--- src/rtl/apb_req_bridge.sv ---
// Single-outstanding request-to-APB master bridge: req/gnt/rvalid core port in,
// APB SETUP/ACCESS sequence out, with an optional ACCESS-phase timeout.
module apb_req_bridge #(
  parameter int unsigned APB_ADDR_WIDTH = 32,
  parameter int unsigned APB_DATA_WIDTH = 32,
  parameter int unsigned TIMEOUT_CYCLES = 255
) (
  input  logic                      clk_i,
  input  logic                      rst_i,
  input  logic                      req_i,
  input  logic                      we_i,
  input  logic [APB_ADDR_WIDTH-1:0] addr_i,
  input  logic [APB_DATA_WIDTH-1:0] wdata_i,
  output logic                      gnt_o,
  output logic                      rvalid_o,
  output logic [APB_DATA_WIDTH-1:0] rdata_o,
  output logic                      err_o,
  output logic                      timeout_o,
  output logic                      psel_o,
  output logic                      penable_o,
  output logic                      pwrite_o,
  output logic [APB_ADDR_WIDTH-1:0] paddr_o,
  output logic [APB_DATA_WIDTH-1:0] pwdata_o,
  input  logic [APB_DATA_WIDTH-1:0] prdata_i,
  input  logic                      pready_i,
  input  logic                      pslverr_i
);

  typedef enum logic [1:0] {
    IDLE   = 2'd0,
    SETUP  = 2'd1,
    ACCESS = 2'd2
  } state_t;

  localparam bit          TIMEOUT_EN = (TIMEOUT_CYCLES != 0);
  localparam logic [15:0] WAIT_LAST  = TIMEOUT_EN ? 16'(TIMEOUT_CYCLES - 1) : 16'd0;
  localparam logic [15:0] WAIT_MAX   = 16'hFFFF;

  state_t      state_q, state_d;
  logic [15:0] wait_q;
  logic        accept, complete, abort;

  always_comb begin
    // NOTE: every combinational output gets a default first so no path infers a latch.
    state_d  = state_q;
    accept   = 1'b0;
    complete = 1'b0;
    abort    = 1'b0;
    case (state_q)
      IDLE: begin
        if (req_i) begin
          accept  = 1'b1;
          state_d = SETUP;
        end
      end
      SETUP: state_d = ACCESS;
      ACCESS: begin
        // A ready slave in the last allowed cycle completes normally.
        if (pready_i) begin
          complete = 1'b1;
          state_d  = IDLE;
        end else if (TIMEOUT_EN && (wait_q == WAIT_LAST)) begin
          abort   = 1'b1;
          state_d = IDLE;
        end
      end
      default: state_d = IDLE;
    endcase
  end

  assign gnt_o = accept;

  // NOTE: sequential state uses non-blocking assignments only, so every flop sees pre-edge values.
  always_ff @(posedge clk_i or posedge rst_i) begin
    if (rst_i) begin
      state_q   <= IDLE;
      psel_o    <= 1'b0;
      penable_o <= 1'b0;
      pwrite_o  <= 1'b0;
      paddr_o   <= '0;
      pwdata_o  <= '0;
      wait_q    <= 16'd0;
      rvalid_o  <= 1'b0;
      rdata_o   <= '0;
      err_o     <= 1'b0;
      timeout_o <= 1'b0;
    end else begin
      state_q   <= state_d;
      psel_o    <= (state_d != IDLE);
      penable_o <= (state_d == ACCESS);
      rvalid_o  <= complete | abort;

      if (accept) begin
        pwrite_o <= we_i;
        paddr_o  <= addr_i;
        pwdata_o <= wdata_i;
      end

      // Counts low-pready ACCESS cycles; saturates instead of wrapping.
      if (state_q == SETUP) begin
        wait_q <= 16'd0;
      end else if ((state_q == ACCESS) && !pready_i && (wait_q != WAIT_MAX)) begin
        wait_q <= wait_q + 16'd1;
      end

      if (complete) begin
        rdata_o   <= pwrite_o ? '0 : prdata_i;
        err_o     <= pslverr_i;
        timeout_o <= 1'b0;
      end else if (abort) begin
        rdata_o   <= '0;
        err_o     <= 1'b1;
        timeout_o <= 1'b1;
      end
    end
  end

endmodule
--- config.mk ---
export PLATFORM = sky130hd
export DESIGN_NAME = apb_req_bridge
export DESIGN_NICKNAME = d
export VERILOG_FILES = /design/src/rtl/apb_req_bridge.sv
export SDC_FILE = /design/constraint.sdc
export NUM_CORES = 1
export LEC_CHECK = 0
export ABC_AREA = 1
export CAP_MARGIN = 10
export CORE_ASPECT_RATIO = 1.75
export CORE_MARGIN = 5
export CORE_UTILIZATION = 40
export DETAILED_ROUTE_END_ITERATION = 16
export GPL_ROUTABILITY_DRIVEN = 0
export PLACE_DENSITY = 0.86
export SKIP_CTS_REPAIR_TIMING = 1
export SLEW_MARGIN = 15
export SYNTH_ARGS = -nofsm -noshare
export SYNTH_HDL_FRONTEND = slang
export SYNTH_SLANG_ARGS = --single-unit
--- constraint.sdc ---
create_clock -name clk_i -period 10.7 [get_ports clk_i]
set_input_delay 2.14 -clock clk_i [delete_from_list [all_inputs] [get_ports clk_i]]
set_output_delay 2.14 -clock clk_i [all_outputs]
set_load 0.02 [all_outputs]
==> summary.txt <==
Power
  • LEAKAGE: 3.820 nW
  • Max VDD drop: 165.9 µV
  • Pwr Density: 298.2 nW/µm²

Global routing
  • Pin count of the biggest net entering global routing: 69
  • Global Route Usage Sum: 0.1931
  • Initial antenna violation count: 0
  • Remaining global-route overflow: 0
  • Vias in the first global route: 4781
  • First-pass GRT wire length: 22300 µm

Detailed routing
  • Iteration-0 DRC Markers: 208
  • Via Count: 4589
  • Avg WL per Cell: 14.58 µm
  • DR vias/cell: 4.692
  • Top Metal Used: met4
  • ANT nets after route: 0
  • Met1 WL: 5044 µm
  • DRC: 0
  • Total Wirelength: 14260 µm
  • DR pass1 iterations: 5
  • Met2 wire len: 7824 µm
  • Routed met3 length: 780 µm

CTS
  • Worst-Skew Late Latency: 0.41 ns
  • Clock Tree Buf Depth: 2
  • CTS tree: yes
  • Total CTS buffers: 17
  • Clk slew on worst S/H paths: 0.06 ns
  • # clock sinks: 120
  • H-tree depth: 4
  • Clock root cell: clkbuf_16

Yosys
  • Seq cells post-synth: 120
  • Syn_area_per_cell: 8.388 µm²
  • Synth Flop Type: dfrtp_1
  • Synth cell types: 21
  • Synth Cell Area: 4991 µm²
  • FFs w/ async S/R, synth: 1.000
  • Count leader, synth: nand2_1
  • Post-Syn Instances: 595
  • Largest cells by area after synthesis: dfrtp_1, nand2_1, nand3_1
  • Yosys top cell by area: dfrtp_1
  • Synth top area share: 0.6017
  • Post-synthesis sequential area ratio: 0.6017
  • Yosys warns: 0
  • Number of synthesized flops with an enable pin: 0
  • Post-Syn Nets: 699
  • Post-synth top cells: nand2_1, dfrtp_1, nand3_1

Die
  • Core area: 12360 µm²
  • Top Ports: 205
  • Initial core utilization: 0.4037
  • Die X: 94.44 µm
  • FP Rows: 54
  • Die height: 157.8 µm
  • Die ar.: 14900 µm²

Timing
  • Achievable Freq: 151.4 MHz
  • TNS Setup: 0 ns
  • Final hold viol count: 0
  • Crit path time final: 6.604 ns
  • Slew @ Worst Pin: 0.9596 ns
  • Max-slew headroom: 0.3588
  • Final worst path period share: 0.6172
  • Setup Viol. Count Final: 0
  • Slew Viols, Final: 0
  • Setup Skew: 0.008151 ns
  • RSZ-0062 raised after global routing: false

Finish
  • Layout cell share with drive strength beyond 1: 0.05926
  • Final instance area: 7786 µm²
  • Flip-flop and latch area: 3003 µm²
  • Layout area overhead: 56.00%
  • Ant. Diodes: 0
  • Area occupied by multi-input gates: 1805 µm²
  • Fill cells: 982
  • Final nets: 901

Min path
  • Worst Hold Launch: pwdata_o[10]$_DFFE_PP0P_
  • Min-delay worst type: reg2reg
  • Worst hold endpoint: pwdata_o[10]$_DFFE_PP0P_
  • Hold Crit Depth: 2

Critical path
  • Crit end category: output pin
  • Cell Chain, Critical Path: clkdlybuf4s50_1 -> nand3_2 -> buf_4 -> inv_2 -> buf_4 -> clkdlybuf4s50_1
  • Delay of the slowest cell on the worst path: 0.73 ns
  • FF-to-FF setup slack: 8.41 ns
  • Worst setup path class: in2out
  • FF-to-FF End: rdata_o[5]$_DFFE_PP0P_
  • WP data required: 8.56 ns
  • Worst R2R Path Depth: 7
  • Slowest cell on crit path: clkdlybuf4s50_1
  • Worst r2r src: wait_q[0]$_DFFE_PP0P_
  • Setup crit start kind: input port
  • Critical Path Fanout Max: 68
  • Data arrival, critical path: 4.46 ns

Placed design
  • Placed cell areas: 7176 µm²
  • PortBufs: 204
  • DP HPWL: 10210 µm

Status
  • Status: finished, final reports clean

Job
  • MaxCap Viol Count: 0
-- cell type report --
class / count / share of cell area
clock buffer: 19 / 0.05689
timing repair buffer: 209 / 0.2671
sequential: 120 / 0.3857
clock inverter: 13 / 0.02153
multi-input combinational: 429 / 0.2319
inverter: 20 / 0.009963
tap: 168 / 0.02700
-- worst max path at each step --
| stage | startpoint | to | cells past startpoint | slack (ns) |
|---|---|---|---|---|
| global route | req_i | gnt_o | 6 | 4.01 |
| floorplan | rst_i | err_o$_DFFE_PP0P_ | 1 | 5.37 |
| detailed placement | req_i | gnt_o | 6 | 4.13 |
| global placement | req_i | gnt_o | 6 | 4.11 |
| finish | req_i | gnt_o | 6 | 4.10 |
| CTS | req_i | gnt_o | 6 | 4.12 |
-- power breakdown --
group / switching, W / internal, W / total (W) / leakage [nW]
sequential: 0.000107 / 0.000644 / 0.000751 / 1.53
combinational: 0.000547 / 0.000439 / 0.000986 / 2.00
clock: 0.000210 / 0.000375 / 0.000585 / 0.295
total: 0.000864 / 0.00146 / 0.00232 / 3.82
-- metal layers --
| layer | track usage | vias up |
|---|---|---|
| li1 | - | 2254 |
| met1 | 0.2004 | 2133 |
| met2 | 0.3499 | 163 |
| met4 | 0.1026 | 0 |
| met5 | 0 | - |
| met3 | 0.05088 | 39 |
-- cell families after synthesis --
kind of cell / Yosys count / synth area share
simple gates: 416 / 0.3392
flops: 120 / 0.6017
buf+inv: 46 / 0.03760
xor+xnor: 6 / 0.01053
compound gates: 4 / 0.004011
fa+ha+maj: 2 / 0.005013
mux: 1 / 0.002006
-- placed cells by master (no fill, tap or decap), drive strengths merged, types with 3 or more instances in the layout --
cell type | netlist | routed
inv | 19 | 23
nand2 | 324 | 324
o21ai | 4 | 4
nor2 | 28 | 28
nand4 | 16 | 16
buf | 12 | 5
nand3 | 47 | 47
dfrtp | 120 | 120
clkinv | 1 | 5
clkdlybuf4s50 | 0 | 204
clkbuf | 14 | 19
bufinv | 0 | 3
xor2 | 6 | 6
-- registers in the layout, indices dropped and copies added, names as in the netlist --
register	flops
rdata_o	32
err_o	1
paddr_o	32
pwrite_o	1
timeout_o	1
state_q	2
penable_o	1
psel_o	1
wait_q	16
rvalid_o	1
pwdata_o	32
-- worst max-delay path: cells and delay by family --
family | cells | cell delay, ns
AND/OR/NAND/NOR | 1 | 0.07
buffers and inverters | 5 | 2.14
-- stage by stage --
| stage | util | worst slack, ns | hold slack, ns | cells | power, W |
|---|---|---|---|---|---|
| 2_1_floorplan | - | 5.374 | 0.5007 | 595 | 0.001243 |
| 3_3_place_gp | 0.5803 | 4.111 | 0.4604 | 946 | 0.001726 |
| 3_5_place_dp | 0.5803 | 4.126 | 0.4638 | 946 | 0.001751 |
| 4_1_cts | 0.6297 | 4.116 | 0.4791 | 978 | 0.002350 |
| 5_1_grt | 0.6297 | 4.007 | 0.4904 | 978 | 0.002454 |
| 6_report | 0.6297 | 4.096 | 0.4750 | 978 | 0.002322 |
No activity file was read; power rests on OpenSTA's default activity.
